$ cat src/rtl/ram_port_arbiter.sv
// ============================================================================
// ram_port_arbiter
// ----------------------------------------------------------------------------
// Round-robin arbiter that shares the ports of a multiport RAM among several
// processor-side requesters (fetch, load/store, DMA). Up to port_count
// requests are accepted per cycle. The first grant of a cycle takes RAM
// port 0, the second takes port 1, and so on. The RAM port buses are driven
// from registers. Read data returns to the requester that issued the read.
//
// Optional feature (compile-time macro ARB_ADDR_CONFLICT_CHECK_EN):
//   When defined, a candidate whose address matches an already granted
//   request of the same cycle is skipped if either access is a write.
//   Read-read to the same address is still allowed.
//   When undefined, no address comparison is made.
//
// Parameters:
//   mem_width    RAM word width
//   addr_width   RAM address width
//   port_count   number of RAM ports driven
//   req_count    number of requesters (>= port_count)
//   read_latency cycles from address presented to ram_dataout valid
//
// Ports:
//   clk            single clock, rising edge
//   reset          synchronous, active-high
//   req_valid      request pending, one bit per requester
//   req_write      1 = write, 0 = read, per requester
//   req_addr       packed addresses, requester i at [i*addr_width +: addr_width]
//   req_wdata      packed write data, requester i at [i*mem_width +: mem_width]
//   req_ready      request accepted this cycle (combinational)
//   rsp_valid      read data valid, one-cycle pulse per requester
//   rsp_rdata      packed read data per requester, holds when not valid
//   ram_address    per-port RAM address (registered)
//   ram_datain     per-port RAM write data (registered)
//   ram_mem_write  per-port RAM write enable (registered)
//   ram_dataout    per-port RAM read data
// ============================================================================
module ram_port_arbiter #(
    parameter int mem_width    = 12,
    parameter int addr_width   = 12,
    parameter int port_count   = 2,
    parameter int req_count    = 4,
    parameter int read_latency = 1
) (
    input  logic                             clk,
    input  logic                             reset,
    input  logic [req_count-1:0]             req_valid,
    input  logic [req_count-1:0]             req_write,
    input  logic [addr_width*req_count-1:0]  req_addr,
    input  logic [mem_width*req_count-1:0]   req_wdata,
    output logic [req_count-1:0]             req_ready,
    output logic [req_count-1:0]             rsp_valid,
    output logic [mem_width*req_count-1:0]   rsp_rdata,
    output logic [addr_width*port_count-1:0] ram_address,
    output logic [mem_width*port_count-1:0]  ram_datain,
    output logic [port_count-1:0]            ram_mem_write,
    input  logic [mem_width*port_count-1:0]  ram_dataout
);

    // Width of a requester index and index of the last tag stage.
    localparam int IDX_W = (req_count > 1) ? $clog2(req_count) : 1;
    localparam int LAST  = read_latency;

    // ------------------------------------------------------------------
    // Grant scan results
    // ------------------------------------------------------------------
    logic [req_count-1:0]             grant_s;
    logic [port_count-1:0]            port_used_s;
    logic [port_count-1:0][IDX_W-1:0] port_idx_s;
    logic [IDX_W-1:0]                 last_s;
    logic                             hit_s;

    // Round-robin pointer
    logic [IDX_W-1:0]                 rr_ptr_q;
    logic [IDX_W-1:0]                 rr_ptr_d;

    // RAM-side port registers
    logic [port_count-1:0][addr_width-1:0] ram_addr_q;
    logic [port_count-1:0][addr_width-1:0] ram_addr_d;
    logic [port_count-1:0][mem_width-1:0]  ram_wdata_q;
    logic [port_count-1:0][mem_width-1:0]  ram_wdata_d;
    logic [port_count-1:0]                 ram_we_q;
    logic [port_count-1:0]                 ram_we_d;

    // Tag pipeline per port: stage 0 lines up with the RAM port registers,
    // stage LAST lines up with ram_dataout for that access.
    logic [LAST:0][port_count-1:0]            tag_vld_q;
    logic [LAST:0][port_count-1:0]            tag_vld_d;
    logic [LAST:0][port_count-1:0]            tag_rd_q;
    logic [LAST:0][port_count-1:0]            tag_rd_d;
    logic [LAST:0][port_count-1:0][IDX_W-1:0] tag_idx_q;
    logic [LAST:0][port_count-1:0][IDX_W-1:0] tag_idx_d;

    // Response registers
    logic [req_count-1:0]                rsp_valid_q;
    logic [req_count-1:0]                rsp_valid_d;
    logic [req_count-1:0][mem_width-1:0] rsp_rdata_q;
    logic [req_count-1:0][mem_width-1:0] rsp_rdata_d;

    // Round-robin scan from rr_ptr upward, filling RAM ports in grant order.
    always_comb begin
        logic [IDX_W:0]   sum_v;
        logic [IDX_W-1:0] idx_v;
        logic             conflict_v;
        logic             placed_v;

        grant_s     = '0;
        port_used_s = '0;
        port_idx_s  = '0;
        last_s      = rr_ptr_q;
        hit_s       = 1'b0;
        sum_v       = '0;
        idx_v       = '0;
        conflict_v  = 1'b0;
        placed_v    = 1'b0;

        for (int k = 0; k < req_count; k++) begin
            // Candidate index = (rr_ptr + k) mod req_count
            sum_v = {1'b0, rr_ptr_q} + (IDX_W+1)'(k);
            if (sum_v >= (IDX_W+1)'(req_count)) begin
                sum_v = sum_v - (IDX_W+1)'(req_count);
            end else begin
                sum_v = sum_v;
            end
            idx_v = sum_v[IDX_W-1:0];

`ifdef ARB_ADDR_CONFLICT_CHECK_EN
            // Same address as an earlier grant this cycle, and at least one
            // of the two is a write: skip this candidate for now.
            conflict_v = 1'b0;
            for (int p = 0; p < port_count; p++) begin
                if (port_used_s[p] &&
                    (req_addr[port_idx_s[p]*addr_width +: addr_width] ==
                     req_addr[idx_v*addr_width +: addr_width]) &&
                    (req_write[port_idx_s[p]] || req_write[idx_v])) begin
                    conflict_v = 1'b1;
                end else begin
                    conflict_v = conflict_v;
                end
            end
`else
            conflict_v = 1'b0;
`endif

            // A free port exists when not every port has been used yet.
            if (req_valid[idx_v] && !(&port_used_s) && !conflict_v) begin
                grant_s[idx_v] = 1'b1;
                last_s         = idx_v;
                hit_s          = 1'b1;
                placed_v       = 1'b0;
                // Take the lowest free port; ports fill strictly in order.
                for (int p = 0; p < port_count; p++) begin
                    if (!placed_v && !port_used_s[p]) begin
                        port_used_s[p] = 1'b1;
                        port_idx_s[p]  = idx_v;
                        placed_v       = 1'b1;
                    end else begin
                        placed_v = placed_v;
                    end
                end
            end else begin
                grant_s = grant_s;
            end
        end
    end

    // No request is accepted while reset is asserted.
    assign req_ready = reset ? '0 : grant_s;

    // Pointer moves just past the last granted requester, wrapping to 0.
    always_comb begin
        rr_ptr_d = rr_ptr_q;
        if (hit_s) begin
            if (last_s == IDX_W'(req_count - 1)) begin
                rr_ptr_d = '0;
            end else begin
                rr_ptr_d = last_s + IDX_W'(1);
            end
        end else begin
            rr_ptr_d = rr_ptr_q;
        end
    end

    // Next RAM port values; unused ports are driven to all zeros.
    always_comb begin
        ram_addr_d  = '0;
        ram_wdata_d = '0;
        ram_we_d    = '0;
        for (int p = 0; p < port_count; p++) begin
            if (port_used_s[p]) begin
                ram_addr_d[p]  = req_addr[port_idx_s[p]*addr_width +: addr_width];
                ram_wdata_d[p] = req_wdata[port_idx_s[p]*mem_width +: mem_width];
                ram_we_d[p]    = req_write[port_idx_s[p]];
            end else begin
                ram_we_d[p]    = 1'b0;
            end
        end
    end

    // Tag pipeline advance: new tags enter at stage 0 and shift toward LAST.
    always_comb begin
        tag_vld_d = '0;
        tag_rd_d  = '0;
        tag_idx_d = '0;
        tag_vld_d[0] = port_used_s;
        tag_idx_d[0] = port_idx_s;
        for (int p = 0; p < port_count; p++) begin
            if (port_used_s[p]) begin
                tag_rd_d[0][p] = ~req_write[port_idx_s[p]];
            end else begin
                tag_rd_d[0][p] = 1'b0;
            end
        end
        for (int s = 1; s <= LAST; s++) begin
            tag_vld_d[s] = tag_vld_q[s-1];
            tag_rd_d[s]  = tag_rd_q[s-1];
            tag_idx_d[s] = tag_idx_q[s-1];
        end
    end

    // Route emerging read data to the slot of the requester that issued it.
    always_comb begin
        rsp_valid_d = '0;
        rsp_rdata_d = rsp_rdata_q;
        for (int p = 0; p < port_count; p++) begin
            if (tag_vld_q[LAST][p] && tag_rd_q[LAST][p]) begin
                rsp_valid_d[tag_idx_q[LAST][p]] = 1'b1;
                rsp_rdata_d[tag_idx_q[LAST][p]] = ram_dataout[p*mem_width +: mem_width];
            end else begin
                rsp_valid_d = rsp_valid_d;
            end
        end
    end

    // State registers; reset clears everything, dropping in-flight accesses.
    always_ff @(posedge clk) begin
        if (reset) begin
            rr_ptr_q    <= '0;
            ram_addr_q  <= '0;
            ram_wdata_q <= '0;
            ram_we_q    <= '0;
            tag_vld_q   <= '0;
            tag_rd_q    <= '0;
            tag_idx_q   <= '0;
            rsp_valid_q <= '0;
            rsp_rdata_q <= '0;
        end else begin
            rr_ptr_q    <= rr_ptr_d;
            ram_addr_q  <= ram_addr_d;
            ram_wdata_q <= ram_wdata_d;
            ram_we_q    <= ram_we_d;
            tag_vld_q   <= tag_vld_d;
            tag_rd_q    <= tag_rd_d;
            tag_idx_q   <= tag_idx_d;
            rsp_valid_q <= rsp_valid_d;
            rsp_rdata_q <= rsp_rdata_d;
        end
    end

    assign ram_address   = ram_addr_q;
    assign ram_datain    = ram_wdata_q;
    assign ram_mem_write = ram_we_q;
    assign rsp_valid     = rsp_valid_q;
    assign rsp_rdata     = rsp_rdata_q;

endmodule

$ cat config.mk
export PLATFORM = sky130hd
export DESIGN_NAME = ram_port_arbiter
export DESIGN_NICKNAME = d
export VERILOG_FILES = /design/src/rtl/ram_port_arbiter.sv
export SDC_FILE = /design/constraint.sdc
export NUM_CORES = 1
export LEC_CHECK = 0
export ABC_AREA = 1
export CORE_AREA = 2 2 157 159
export CTS_CLUSTER_SIZE = 8
export DETAILED_ROUTE_END_ITERATION = 10
export DIE_AREA = 0 0 159 161
export GPL_TIMING_DRIVEN = 0
export SYNTH_ARGS = -nofsm -noshare
export SYNTH_HDL_FRONTEND = slang
export SYNTH_SLANG_ARGS = --single-unit
$ cat constraint.sdc
create_clock -name clk -period 4.6 [get_ports clk]
set_clock_uncertainty 0.2 [all_clocks]
set_input_delay 0.46 -clock clk [delete_from_list [all_inputs] [get_ports clk]]
set_output_delay 0.46 -clock clk [all_outputs]
set_load 0.01 [all_outputs]
---- Yosys cells after proc, flatten, opt, wreduce, memory -nomap -nowiden ----
Cells that the tools add are included.
cells by class
  add/subtract/negate cells ............... 8
  shift-type cells ........................ 4
  bitwise operators ....................... 8
  reductions and logical operators ........ 28
  muxes and demuxes ....................... 78
  eq/ne operators ......................... 1
  $mul .................................... 2
  $lt $le $gt $ge ......................... 18
operators by type and width
  operator                                                               count
  48-bit by 7-bit indexed part select with 12-bit output                 4
  48-bit bitwise mux                                                     2
  48-bit two-way mux                                                     2
  12-bit demux with 2-bit select                                         2
  4-bit two-way mux                                                      11
  2-bit two-way mux                                                      20
  1-bit two-way mux                                                      27
  2-bit by 3-bit < comparator with 1-bit output, second input constant   8
  12-bit two-way mux                                                     2
  4-bit bitwise OR                                                       4
  1-bit logical AND                                                      14
  1-bit binary-select mux with 2-bit select                              6
  1-bit demux with 2-bit select                                          6
  2-bit by 1-bit >= comparator with 1-bit output, second input constant  6
  3-bit >= comparator, second input constant                             3
  1-bit zero test                                                        9
  2-bit by 2-bit multiplier with 4-bit output, second input constant     2
  2-bit by 1-bit subtractor with 2-bit output, second input constant     4
  2-bit by 2-bit adder with 3-bit output, second input constant          2
  2-bit AND reduction                                                    3
  1-bit NOT                                                              4
  2-bit OR reduction                                                     2
  2-bit by 1-bit adder with 3-bit output, second input constant          1
  2-bit by 3-bit >= comparator with 1-bit output, second input constant  1
  2 further kinds                                                        2
storage, ports and cells
  logic and storage cells ................. 168
  bits in registers ....................... 120
  input port bits ......................... 130

---- Longest topological paths before layout ----
  word-level depth ........................ 34
  depth in mapped cells ................... 19
  gate-level depth less buffers ........... 18

---- Worst setup path before layout ----
No wires, ideal clock.
  kind .................................... reg2out
  start point ............................. register rr_ptr_q[0]
  end point ............................... output req_ready[3]
  required time ........................... 3940 ps
  stages on the path, launching flop included .. 13
  slack ................................... 1536 ps
  arrival ................................. 2404 ps
  cells stage by stage .................... dfxtp_1 > inv_2 > buf_6 > ha_1 > inv_1 > nand2_1 > nand2_4 > inv_1 > ha_1 > nand3_4 > nand2_1 > nand2_1 > a41oi_1
between the ends
  cells in the longest elaborated chain, start to end .. 20
RTL lines
  element                                                                                                        RTL line  source
  start, declared                                                                                                74        logic [IDX_W-1:0] rr_ptr_q;
  start signal, assigned                                                                                         248       rr_ptr_q <= rr_ptr_d;
  2-bit by 3-bit >= comparator with 1-bit output or 2-bit by 1-bit subtractor with 2-bit output (tied branches)  120, 121
  2-bit two-way mux                                                                                              120       if (sum_v >= (IDX_W+1)'(req_count)) begin
  1-bit binary-select mux with 2-bit select                                                                      146       if (req_valid[idx_v] && !(&port_used_s) && !conflict_v) begin
  1-bit two-way mux (not written as such)                                                                        146
  2-bit two-way mux                                                                                              146
  1-bit two-way mux or 2-bit AND reduction (tied branches)                                                       153, 146
  1-bit two-way mux or 1-bit zero test (tied branches)                                                           146
  1-bit zero test or 1-bit logical AND (tied branches)                                                           153, 146
  [4 not listed]                                                                                                 --
  1-bit zero test or 1-bit logical AND (tied branches)                                                           146, 153
  1-bit logical AND or 1-bit two-way mux (tied branches)                                                         146, 153
  2-bit two-way mux                                                                                              146
  2-bit AND reduction                                                                                            146
  1-bit zero test                                                                                                146
  1-bit logical AND                                                                                              146
  4-bit two-way mux *                                                                                            146
  4-bit two-way mux *                                                                                            168       assign req_ready = reset ? '0 : grant_s;
  end, declared                                                                                                  51        output logic [req_count-1:0] req_ready,
Mark *: on every way between the ends. The rest lies on a longest branch, timed or not. The select of a mux whose other input is x is not followed.

---- Final worst setup path ----
Ends and elaborated chain as after synthesis.

==> results.sh <==
export IMPL_ant_nets=0
export IMPL_fillerInstances=2561
export IMPL_cp_num_cells=13
export IMPL_num_io_pins=236
export IMPL_fin_ws_ns=0.272
export IMPL_rows=57
export IMPL_grt_ovfl_total=0
export IMPL_yosys_warnings=0
export IMPL_start_util=0.293
export IMPL_hold_path_class="flop to flop"
export IMPL_n_antenna_cell=0
export IMPL_synth_fp_nets=1195
export IMPL_vias_per_cell=4.94
export IMPL_grt_pass1_wl_mm=43.1
export IMPL_cp_max_fo=13
export IMPL_fp_dieH_um=161
export IMPL_ctsLongestPathBuffers=2
export IMPL_core_um2=24000
export IMPL_vias=8120
export IMPL_ff2ff_path_depth=15
export IMPL_cts_made_buffers=17
export IMPL_cts_tree="built"
export IMPL_port_buffer_count=235
export IMPL_htreeDepth=4
export IMPL_synth_largest_area_cell="dfxtp_1"
export IMPL_tns_ns=0
export IMPL_ctsHoldBuffers=0
export IMPL_grt_pass1_vias=7779
export IMPL_max_stage_delay_ns=0.57
export IMPL_cpMaxStageDelayCell="clkdlybuf4s50_1"
export IMPL_start_kind="flop"
export IMPL_crit_family="buffers and inverters"
export IMPL_setup_violations=0
export IMPL_wl_per_cell_um=17.0
export IMPL_synth_area_um2=7030
export IMPL_final_max_slew_viol_count=0
export IMPL_critPathArrivalTime_ns=3.67
export IMPL_fin_nets=1449
export IMPL_cp_required_ns=3.94
export IMPL_routabilityCongestion=0.879
export IMPL_finalCriticalPeriod_ns=4.33
export IMPL_grt_usage=0.213
export IMPL_worstMarginPinSlew_ns=0.790
export IMPL_die_w_um=159
export IMPL_clock_sinks=120
export IMPL_synth_top_area_frac=0.342
export IMPL_ys_types=33
export IMPL_syn_inst=1054
export IMPL_max_cap_viol_count=0
export IMPL_ys_seq_elements=120
export IMPL_synthTopCellsByCount="nand3_1 (232), nand2_1 (152), inv_1 (148)"
export IMPL_drive_above_1_share=0.0901
export IMPL_cellPowerDensity_nw_per_um2=812
export IMPL_worstSetupEndpointType="primary output"
export IMPL_path_cells="inv_2 -> buf_6 -> ha_1 -> inv_1 -> nand2_1 -> nand2_4 -> inv_1 -> ha_2 -> nand3_4 -> nand2_1 -> nand2_1 -> a41oi_1 -> clkdlybuf4s50_1"
export IMPL_clk_latency_ns=0.42
export IMPL_first_pass_iters=5
export IMPL_syn_to_final_growth_pct=47.7
export IMPL_avgSynthCellArea_um2=6.67
export IMPL_cp_num_buf_inv=5
export IMPL_max_freq_ghz=0.231
export IMPL_holdPathStages=2
export IMPL_synth_top_cells_by_area="dfxtp_1 (34%), nand3_1 (17%), nand2_1 (8.1%)"
export IMPL_path_common_cell="nand2_1"
export IMPL_grt_max_degree=17
export IMPL_first_iter_violations=552
export IMPL_drcViolationCount=0
export IMPL_synth_ff_type="dfxtp_1"
export IMPL_hold_viol=0
export IMPL_clk_pin_slew_worst_paths_ns=0.06
export IMPL_synth_edf_count=0
export IMPL_pre_cts_ws_ns=0.486
export IMPL_slew_headroom=0.473
export IMPL_dp_hpwl_mm=21.0
export IMPL_fin_crit_sh=0.941
export IMPL_yosysMostFrequentCell="nand3_1"
export IMPL_status="finished, final reports clean"
export IMPL_leakagePower_nw=4.81
export IMPL_wirelength_mm=27.9
export IMPL_vdd_ir_drop_max_v=0.000608
export IMPL_synthArstFlopShare=0
export IMPL_rsz0062_at_grt="no"
export IMPL_worstSetupPathType="flop to primary output"
export IMPL_cts_root_buf="clkbuf_16"
export IMPL_antenna_found_initial=2
export IMPL_yosysSeqAreaShare=0.342
export IMPL_die_area_um2=25600
[flip-flops by register name (all words and copies together), names as in the netlist]
register       flops
rsp_rdata         48
ram_address       24
ram_datain        24
rsp_valid          4
tag_idx_d          4
tag_idx_q          4
ram_mem_write      2
rr_ptr_q           2
tag_rd_d           2
tag_rd_q           2
tag_vld_d          2
tag_vld_q          2
[placed cells by master, fill, tap and decap left out, types with 4 or more instances in the layout]
master,synthesis,routed
clkdlybuf4s50_1,0,235
nand3_1,232,232
nand2_1,152,152
inv_1,148,148
dfxtp_1,120,118
a21oi_1,110,110
nor2_1,77,77
o21ai_0,58,58
clkbuf_1,26,26
buf_2,25,25
mux2i_1,20,20
clkbuf_16,0,17
nand3_2,13,13
nand2_2,10,10
ha_1,11,10
nand2_4,8,8
buf_6,6,6
nand4_1,6,6
clkinv_4,1,5
buf_4,5,5
inv_2,4,4
inv_6,0,4
[repair_timing]
action | in CTS | in global routing
cloned | 0 | 0
endpoints found under the setup margin | 1 | 4
buffers inserted | 0 | 0
resized for setup | 1 | 2
[worst paths after layout]
path                            slack, ns              end          from
worst min register to register       0.20     tag_vld_q[3]  tag_vld_d[3]
worst min-delay path                 0.20     tag_vld_q[3]  tag_vld_d[3]
worst max-delay path                 0.27     req_ready[3]   rr_ptr_q[0]
worst max register to register       0.93  ram_address[16]   rr_ptr_q[0]
[metrics by stage]
stage / cells / area, um2 / total power [mW] / utilization / hold WS [ns]
floorplan: 1054 / 7030 / 5.20 / - / 0.188
global placement: 1613 / 9790 / 6.94 / 0.408 / 0.192
detailed placement: 1613 / 9790 / 6.99 / 0.408 / 0.192
CTS: 1645 / 10400 / 8.40 / 0.433 / 0.200
global route: 1645 / 10400 / 9.07 / 0.433 / 0.217
finish: 1645 / 10400 / 8.43 / 0.433 / 0.200
[where the power goes]
part | internal [mW] | switching, mW | total [mW] | leakage (nW)
Combinational | 2.02 | 3.67 | 5.69 | 3.54
Clock | 0.810 | 0.563 | 1.37 | 0.283
Sequential | 1.29 | 0.0832 | 1.37 | 0.983
[cell type report]
cell class              instances  area, um2  area share
flip-flops and latches        120       2400       0.232
clock inverters                15        169      0.0163
clock buffers                  17        425      0.0410
well taps                     324        405      0.0390
repair buffers                235       2350       0.226
multi-input cells             712       3680       0.354
plain buffers                  66        354      0.0341
inverters                     156        596      0.0573
[kinds of logic (layout without fill, tap and decap cells)]
group | Yosys count | count (layout) | share of synthesized area
adders and majority gates | 11 | 11 | 0.0196
AOI/OAI and AO/OA | 174 | 174 | 0.127
and+or+nand+nor | 507 | 507 | 0.348
muxes | 20 | 20 | 0.0285
buffers and inverters | 222 | 489 | 0.135
DFF | 120 | 120 | 0.342
[worst register-to-register path, stage by stage, from the launching register on]
cell and delay [ns]:
dfxtp_2 0.44, inv_2 0.08, buf_6 0.17, ha_1 0.43, inv_1 0.20, nand2_1 0.15
nand2_4 0.14, ha_1 0.20, clkinv_1 0.24, nand4_1 0.19, nand2_1 0.09, nand2_2 0.16
clkbuf_1 0.46, nand3_1 0.14, nand3_1 0.12, a21oi_1 0.11
[layer usage]
| metal | routed length, um | track usage | part of all wire | up-vias |
|---|---|---|---|---|
| met2 | 12700 | 0.347 | 0.46 | 415 |
| li1 | - | - | - | 3954 |
| met1 | 11800 | 0.269 | 0.42 | 3699 |
| met5 | 24 | 0 | 0.00086 | - |
| met3 | 2620 | 0.0570 | 0.094 | 48 |
| met4 | 694 | 0.0802 | 0.025 | 4 |
Power figures use the tool's default switching activity.
